## src/rtl/seven_seg_pkg.sv

```systemverilog
// rtl/seven_seg_pkg.sv - shared types and constants for the seven-segment display blocks
package seven_seg_pkg;

   // Scan FSM states: all anodes off between slots, or one digit driven
   typedef enum logic [0:0] {
      ST_BLANK = 1'b0,
      ST_DRIVE = 1'b1
   } scan_state_e;

   // Active-low "everything dark" levels for the segment and decimal-point pins
   localparam logic [6:0] SEG_OFF = 7'b1111111;
   localparam logic       DP_OFF  = 1'b1;

endpackage

```

## src/rtl/seven_seg_decoder.sv

```systemverilog
// rtl/seven_seg_decoder.sv - BCD to active-low seven-segment pattern {g,f,e,d,c,b,a}
module seven_seg_decoder
   import seven_seg_pkg::*;
(
   input  logic [3:0] bcd,
   output logic [6:0] seg
);

   // Pure lookup; codes 10..15 are not decimal digits and stay dark
   always_comb begin
      seg = SEG_OFF;
      case (bcd)
         4'd0:    seg = 7'b1000000;
         4'd1:    seg = 7'b1111001;
         4'd2:    seg = 7'b0100100;
         4'd3:    seg = 7'b0110000;
         4'd4:    seg = 7'b0011001;
         4'd5:    seg = 7'b0010010;
         4'd6:    seg = 7'b0000010;
         4'd7:    seg = 7'b1111000;
         4'd8:    seg = 7'b0000000;
         4'd9:    seg = 7'b0010000;
         default: seg = SEG_OFF;
      endcase
   end

endmodule

```

## src/rtl/seven_seg_scan_ctrl.sv

```systemverilog
// rtl/seven_seg_scan_ctrl.sv - multiplexed scan controller for a common-anode multi-digit display
module seven_seg_scan_ctrl
   import seven_seg_pkg::*;
#(
   parameter int NUM_DIGITS   = 4,
   parameter int DIGIT_CYCLES = 100000,
   parameter int BLANK_CYCLES = 1000
)(
   input  logic                    clk,
   input  logic                    rst,
   input  logic [4*NUM_DIGITS-1:0] value_in,
   input  logic [NUM_DIGITS-1:0]   dp_in,
   input  logic                    value_load,
   input  logic                    lz_blank_en,
   output logic [NUM_DIGITS-1:0]   an,
   output logic [6:0]              seg,
   output logic                    dp,
   output logic                    frame_done
);

   localparam int MAX_CYCLES = (DIGIT_CYCLES > BLANK_CYCLES) ? DIGIT_CYCLES : BLANK_CYCLES;
   localparam int CNT_W      = (MAX_CYCLES > 1) ? $clog2(MAX_CYCLES) : 1;
   localparam int IDX_W      = $clog2(NUM_DIGITS);

   localparam logic [CNT_W-1:0] DRIVE_LAST = CNT_W'(DIGIT_CYCLES - 1);
   localparam logic [CNT_W-1:0] BLANK_LAST = CNT_W'((BLANK_CYCLES > 0) ? BLANK_CYCLES - 1 : 0);
   localparam logic [IDX_W-1:0] IDX_LAST   = IDX_W'(NUM_DIGITS - 1);

   // With no blank interval the FSM never visits ST_BLANK at all
   localparam scan_state_e ST_SLOT_START = (BLANK_CYCLES > 0) ? ST_BLANK : ST_DRIVE;

   scan_state_e               state_q, state_d;
   logic [IDX_W-1:0]          idx_q, idx_d;
   logic [CNT_W-1:0]          cnt_q, cnt_d;
   logic [4*NUM_DIGITS-1:0]   active_value_q, active_value_d;
   logic [NUM_DIGITS-1:0]     active_dp_q, active_dp_d;
   logic [4*NUM_DIGITS-1:0]   pend_value_q, pend_value_d;
   logic [NUM_DIGITS-1:0]     pend_dp_q, pend_dp_d;
   logic                      pend_flag_q, pend_flag_d;
   logic                      frame_done_q, frame_done_d;

   logic                      boundary;
   logic [NUM_DIGITS-1:0]     lz_mask;
   logic                      upper_zero;
   logic [3:0]                cur_nibble;
   logic                      cur_dp;
   logic                      cur_blank;
   logic [NUM_DIGITS-1:0]     an_sel;
   logic [6:0]                dec_seg;

   // Slot timing, digit rotation, and frame-synchronous promotion of pending data
   always_comb begin
      state_d        = state_q;
      idx_d          = idx_q;
      cnt_d          = cnt_q;
      active_value_d = active_value_q;
      active_dp_d    = active_dp_q;
      pend_value_d   = pend_value_q;
      pend_dp_d      = pend_dp_q;
      pend_flag_d    = pend_flag_q;
      boundary       = 1'b0;

      case (state_q)
         ST_BLANK: begin
            if (cnt_q == BLANK_LAST) begin
               state_d = ST_DRIVE;
               cnt_d   = '0;
            end else begin
               cnt_d = cnt_q + 1'b1;
            end
         end
         ST_DRIVE: begin
            if (cnt_q == DRIVE_LAST) begin
               state_d  = ST_SLOT_START;
               cnt_d    = '0;
               boundary = (idx_q == IDX_LAST);
               idx_d    = (idx_q == IDX_LAST) ? '0 : idx_q + 1'b1;
            end else begin
               cnt_d = cnt_q + 1'b1;
            end
         end
         default: begin
            state_d = ST_SLOT_START;
            cnt_d   = '0;
            idx_d   = '0;
         end
      endcase

      // A load on the boundary edge itself bypasses the pending stage
      if (boundary && value_load) begin
         active_value_d = value_in;
         active_dp_d    = dp_in;
         pend_flag_d    = 1'b0;
      end else if (boundary && pend_flag_q) begin
         active_value_d = pend_value_q;
         active_dp_d    = pend_dp_q;
         pend_flag_d    = 1'b0;
      end else if (value_load) begin
         pend_value_d = value_in;
         pend_dp_d    = dp_in;
         pend_flag_d  = 1'b1;
      end

      frame_done_d = boundary;
   end

   // State registers; reset forces the display dark without waiting for a clock
   always_ff @(posedge clk or posedge rst) begin
      if (rst) begin
         state_q        <= ST_SLOT_START;
         idx_q          <= '0;
         cnt_q          <= '0;
         active_value_q <= '0;
         active_dp_q    <= '0;
         pend_value_q   <= '0;
         pend_dp_q      <= '0;
         pend_flag_q    <= 1'b0;
         frame_done_q   <= 1'b0;
      end else begin
         state_q        <= state_d;
         idx_q          <= idx_d;
         cnt_q          <= cnt_d;
         active_value_q <= active_value_d;
         active_dp_q    <= active_dp_d;
         pend_value_q   <= pend_value_d;
         pend_dp_q      <= pend_dp_d;
         pend_flag_q    <= pend_flag_d;
         frame_done_q   <= frame_done_d;
      end
   end

   // Leading-zero mask: a digit is suppressed when it and everything above it is zero
   always_comb begin
      lz_mask    = '0;
      upper_zero = 1'b1;
      for (int i = NUM_DIGITS - 1; i > 0; i--) begin
         upper_zero = upper_zero & (active_value_q[4*i +: 4] == 4'd0);
         lz_mask[i] = lz_blank_en & upper_zero;
      end
   end

   // Pick the nibble, dp request, blank flag and anode for the digit being scanned
   always_comb begin
      cur_nibble = 4'd0;
      cur_dp     = 1'b0;
      cur_blank  = 1'b0;
      an_sel     = '1;
      for (int i = 0; i < NUM_DIGITS; i++) begin
         if (idx_q == IDX_W'(i)) begin
            cur_nibble = active_value_q[4*i +: 4];
            cur_dp     = active_dp_q[i];
            cur_blank  = lz_mask[i];
            an_sel[i]  = 1'b0;
         end
      end
   end

   seven_seg_decoder u_decoder (
      .bcd (cur_nibble),
      .seg (dec_seg)
   );

   // Pin drive: dark during BLANK; a suppressed digit still lights its dp if requested
   always_comb begin
      an  = '1;
      seg = SEG_OFF;
      dp  = DP_OFF;
      if (state_q == ST_DRIVE) begin
         if (!cur_blank) begin
            an  = an_sel;
            seg = dec_seg;
            dp  = ~cur_dp;
         end else if (cur_dp) begin
            an  = an_sel;
            dp  = 1'b0;
         end
      end
   end

   assign frame_done = frame_done_q;

endmodule

```

## config.mk

```make
export PLATFORM = sky130hd
export DESIGN_NAME = seven_seg_scan_ctrl
export DESIGN_NICKNAME = d
export VERILOG_FILES = /design/src/rtl/seven_seg_pkg.sv /design/src/rtl/seven_seg_decoder.sv /design/src/rtl/seven_seg_scan_ctrl.sv
export SDC_FILE = /design/constraint.sdc
export NUM_CORES = 1
export LEC_CHECK = 0
export ABC_CLOCK_PERIOD_IN_PS = 4400
export CORE_MARGIN = 2
export CORE_UTILIZATION = 60
export CTS_BUF_LIST = sky130_fd_sc_hd__clkbuf_2 sky130_fd_sc_hd__clkbuf_4 sky130_fd_sc_hd__clkbuf_8
export CTS_CLUSTER_SIZE = 40
export DETAILED_ROUTE_END_ITERATION = 12
export MAX_ROUTING_LAYER = met4
export PLACE_DENSITY = 0.88
export SYNTH_ARGS = -nofsm -noshare
export SYNTH_HDL_FRONTEND = slang
export SYNTH_SLANG_ARGS = --single-unit
```

## constraint.sdc

```tcl
create_clock -name clk -period 4.4 [get_ports clk]
set_input_delay 0.44 -clock clk [delete_from_list [all_inputs] [get_ports clk]]
set_output_delay 0.44 -clock clk [all_outputs]
set_load 0.05 [all_outputs]
```

### After elaboration in Yosys (flattened, before gate mapping)

Memory sizes are Yosys's and may differ from the RTL's.
Cells that the tools add are included.

| storage, ports and cells | value |
|---|---|
| register bits after elaboration | 62 |
| bits in read-only memories | 112 |
| input port bits | 24 |
| output and inout port bits | 13 |
| memories | 1 |

Memories:

| memory | depth | width | rd ports | clocked after memory_dff | wr ports | RTL line | RTL |
|---|---|---|---|---|---|---|---|
| (no name shown) | 16 | 7 | 1 | 0 | 0 | seven_seg_decoder.sv:12 | `case (bcd)` |

| operators by class | value |
|---|---|
| $add $sub $neg | 2 |
| eq/ne operators | 5 |
| mux-type cells | 39 |
| bitwise operators | 9 |
| reductions and logical operators | 10 |

Operator list:

| cell | count |
|---|---|
| two-way mux 4 bit | 9 |
| two-way mux 17 bit | 2 |
| one-hot mux 17 bit (2 select lines) | 1 |
| two-way mux 16 bit | 2 |
| two-way mux 1 bit | 21 |
| adder 17 x 1 -> 17 bit, second input constant | 1 |
| equality test 17 x 10 -> 1 bit, second input constant | 1 |
| equality test 17 bit, second input constant | 1 |
| two-way mux 7 bit | 2 |
| zero test 4 bit | 3 |
| AND 1 bit | 5 |
| equality test 2 bit, second input constant | 2 |
| inverter 1 bit | 4 |
| AND reduction 3 bit | 1 |
| nonzero test 3 bit | 1 |
| adder 2 x 1 -> 2 bit, second input constant | 1 |
| equality test 2 x 1 -> 1 bit, second input constant | 1 |
| logical AND 1 bit | 2 |
| zero test 2 bit | 1 |
| two-way mux 2 bit | 1 |
| one-hot mux 1 bit (2 select lines) | 1 |
| AND reduction 2 bit | 1 |
| nonzero test 2 bit | 1 |

### Logic depth before layout (Yosys ltp)

| depth | value |
|---|---|
| depth in word-level cells | 9 |
| mapped depth | 8 |
| depth with buffers taken out | 7 |

### Hierarchy

From an unflattened synthesis, not the netlist that was laid out.

| second synthesis, totals | value |
|---|---|
| cell total of the unflattened synthesis | 310 |
| area, all modules | 3311.9 um2 |

By module, submodules not included:

| module | instances | cells an instance | area each (um2) | sequential area each (um2) |
|---|---|---|---|---|
| seven_seg_scan_ctrl | 1 | 277 | 3101.7 | 1551.5 |
| seven_seg_decoder | 1 | 33 | 210.2 | 0.0 |

### Worst setup path after synthesis

No wires, ideal clock.

| timing path | value |
|---|---|
| path kind | register to output |
| start | register idx_q[0] |
| end | output port seg[2] |
| arrival time | 2.595 ns |
| slack | 1.365 ns |
| cell stages (with the launch flop) | 8 |
| path buffers | 2 |
| path through | dfrtp_1 > ha_1 > buf_6 > buf_2 > nor2b_1 > a211oi_4 > nor2_1 > o21ai_0 |

| on the way | value |
|---|---|
| longest elaborated chain between the ends | 8 |
| elaborated cells between the ends (all ways) | 14 |
| those cells by class | 3 x eq/ne; 9 x mux; 1 x reduce/logical; 1 x memory |

RTL lines:

| what | RTL line | RTL |
|---|---|---|
| start: declaration | seven_seg_scan_ctrl.sv:33 | `logic [IDX_W-1:0] idx_q, idx_d;` |
| start signal: assignment | seven_seg_scan_ctrl.sv:121 | `idx_q <= idx_d;` |
| zero test 2 bit | seven_seg_scan_ctrl.sv:149 | `if (idx_q == IDX_W'(i)) begin` |
| two-way mux 4 bit (4 in a row) | seven_seg_scan_ctrl.sv:149 |  |
| memory (16 x 7 bit) | -- |  |
| two-way mux 7 bit (*) | seven_seg_scan_ctrl.sv:169 | `if (!cur_blank) begin` |
| two-way mux 7 bit (*) | seven_seg_scan_ctrl.sv:168 | `if (state_q == ST_DRIVE) begin` |
| end: declaration | seven_seg_scan_ctrl.sv:16 | `output logic [6:0] seg,` |

Every way passes the cells marked *; elsewhere a longest branch is shown, timed or not.

### Worst setup path after layout

| timing path | value |
|---|---|
| start | register idx_q[0] |
| end | output port seg[0] |

The elaborated chain is that of the path after synthesis.

==> out/qor.yml <==
detailed_routing:
  antenna_left: 0
  wire_per_inst_um: 17.6
  routed_wl_mm: 7.49
  first_iter_violations: 194
  vias_per_cell: 6.17
  num_vias: 2636
  drt_pass1_iterations: 4
  drc_errors: 0
layout:
  drive_gt1_share_pct: 17.5
  syn_to_final_growth_pct: 14.3
  layout_commonest_cell: "dfrtp_1"
  fin_nets: 380
  most-common-layout-cells: "dfrtp_1 (62), clkdlybuf4s50_1 (36), nor2_1 (25), nand2_1 (23), mux2_4 (21)"
  stdcell_area_um2: 4050
  diodes: 0
clock_network:
  holdBufCountCts: 0
  cts_root_buf: "clkbuf_8"
  clkLatencyLatePin_ns: 0.35
  cts_tree: "built"
  cts_made_buffers: 9
  cts_setup_buffers: 0
  clock_path_buffers: 2
  clock-sinks: 62
  h-tree-depth: 3
  cts_resized: 0
  cts.clk_slew.worst_paths_ns: 0.07
yosys:
  yosys_warnings: 0
  synthesis.nets: 349
  syn_area_um2: 3540
  yosysSeqAreaShare_pct: 43.8
  synth_xor_area_share_pct: 3.96
  syn_area_per_cell_um2: 11.1
  synth_top_family_by_area: "simple AND/OR/NAND/NOR gates"
  ys.flop_type: "dfrtp_1"
  synthAdderAreaFrac_pct: 2.12
  netlist-cell-type-count: 50
  synth_mux_area_share_pct: 9.19
  synth_seq_cells: 62
  synthArstFlopShare_pct: 100
  synth_edf_count: 0
  synth-simple-area-share_pct: 21.7
  synth_compound_area_share_pct: 14.9
  syn_inst: 319
global_route:
  grt_pass1_wl_mm: 12.6
  antenna_found_initial: 0
  grt_max_degree: 34
  grt_pass1_vias: 2574
  grt_util_met2_pct: 38.8
  met1_usage_pct: 35.2
  grt_use_met3_pct: 6.00
  grt.busiest_layer: "met2"
  track_usage_pct: 26.2
  grt_overflow: 0
worst_setup_path:
  slowest_delay_ns: 0.71
  end_kind: "primary output"
  startpoint: "idx_q[0]"
  crit_end: "seg[0]"
  regToRegSetupSlack_ns: 2.03
  required_ns: 3.96
  setup.worst_path.start_class: "flip-flop"
  cp_cell_sequence: "ha_1 > a211oi_1 > a211oi_2 > nor2b_1 > nor3_1 > o21ai_1 > clkdlybuf4s50_1"
  worst_path_max_delay_cell: "clkdlybuf4s50_1"
  r2r-start: "idx_q[0]"
  critical_path_class: "flip-flop to primary output"
  reg2reg_to: "active_value_q[5]"
  crit_fanout: 19
  cp.arrival_ns: 3.23
  reg2reg_depth: 5
run:
  drv_cap: 0
die:
  initial_core_util_pct: 63.1
  core_um2: 5610
  rows: 27
  die_w_um: 80.8
  top_level_ports: 37
  die_height_um: 80.8
  dieArea_um2: 6530
sta:
  tightestPinTransition_ns: 0.716
  fin_crit_ns: 3.67
  rsz0062_at_grt: "no"
  setup_violations: 0
  fin_skew_ns: 0.0105
  fin_setup_tns_ns: 0
  max_slew_margin_pct: 52.2
  drv_slew: 0
  hold_violations: 0
  clock.fmax_mhz: 272
  period_share_pct: 83.5
run_status:
  outcome: "finished, final reports clean"
power_and_ir_drop:
  finalPower_mw: 1.19
  leakage_nw: 1.72
  max-vdd-ir-drop_mv: 0.236
  p_per_area_nw_per_um2: 294
place:
  io_buffers: 36
  postPlaceCellArea_um2: 3870
  dp_hpwl_mm: 5.31
  place_congestion: 0.893
hold_path:
  hold_class: "input port to asynchronous set/reset pin"
==> through the flow <==
step | hold slack, ns | instances | setup slack (ns) | util, %
floorplan | 0.455 | 319 | 1.36 | -
global placement | 0.484 | 411 | 1.24 | 68.9
detailed placement | 0.493 | 411 | 1.15 | 68.9
CTS | 0.512 | 427 | 0.742 | 72.2
global route | 0.519 | 427 | 0.462 | 72.2
finish | 0.503 | 427 | 0.728 | 72.2
==> how the worst min path moves through the flow <==
stage	endpoint	cells past startpoint
finish	pend_value_q[3]	2
global route	cnt_q[0]	1
CTS	pend_value_q[14]	1
detailed placement	pend_value_q[2]	1
floorplan	cnt_q[0]	1
global placement	cnt_q[0]	1
==> critical path, delay by kind of cell (launching register included) <==
kind            cells  cell delay (ns)
compound gates      3             0.77
fa+ha+maj           1             0.54
buf+inv             1             0.71
flops               1             0.43
simple gates        2             0.43
==> cell families after synthesis <==
| kind of cell | after synthesis |
|---|---|
| AO/OA/AOI/OAI | 64 |
| XOR/XNOR | 16 |
| adder cells (fa/ha/maj) | 6 |
| buffers and inverters | 23 |
| flip-flops | 62 |
| multiplexers | 22 |
| AND/OR/NAND/NOR | 126 |
==> state kept, by name (all words and copies together) (netlist names) <==
name,cells
active_dp_q,4
active_value_q,16
cnt_q,17
frame_done,1
idx_q,2
pend_dp_q,4
pend_flag_q,1
pend_value_q,16
state_q,1
==> synth_stat cells, types with 6 or more instances <==
library cell	number	share of area (%)
xor2_1	8	2.0
nand4_1	10	1.8
a22oi_1	8	1.7
nor2_1	25	2.7
nand3_1	8	1.1
xnor2_1	8	2.0
nor2b_1	13	2.3
nand2_1	23	2.4
ha_1	6	2.1
mux2_4	21	8.9
dfrtp_1	62	44
o21ai_1	11	1.6
o22ai_1	13	2.3
inv_1	6	0.64
a2bb2oi_2	10	4.2
and4_1	10	2.5
==> cell type report <==
class,instances,area [um2]
well taps,72,90.1
clock inverters,7,56.3
multi-input cells,234,1830
flip-flops and latches,62,1550
clock buffers,9,124
fillers,398,1560
repair buffers,37,368
inverters,6,22.5
==> metal layers <==
layer | part of all wire [%] | wire length [um]
met5 | 0 | 0
met3 | 4.4 | 332
met4 | 2.4 | 179
met2 | 48 | 3580
met1 | 45 | 3400
==> where the power goes <==
| group | leakage, nW | internal (mW) | switching [mW] | total, mW |
|---|---|---|---|---|
| combinational | 0.858 | 0.0661 | 0.0508 | 0.117 |
| clock | 0.0906 | 0.211 | 0.252 | 0.463 |
| sequential | 0.773 | 0.594 | 0.0174 | 0.611 |
Note: power is estimated with default switching activity, not from simulation.
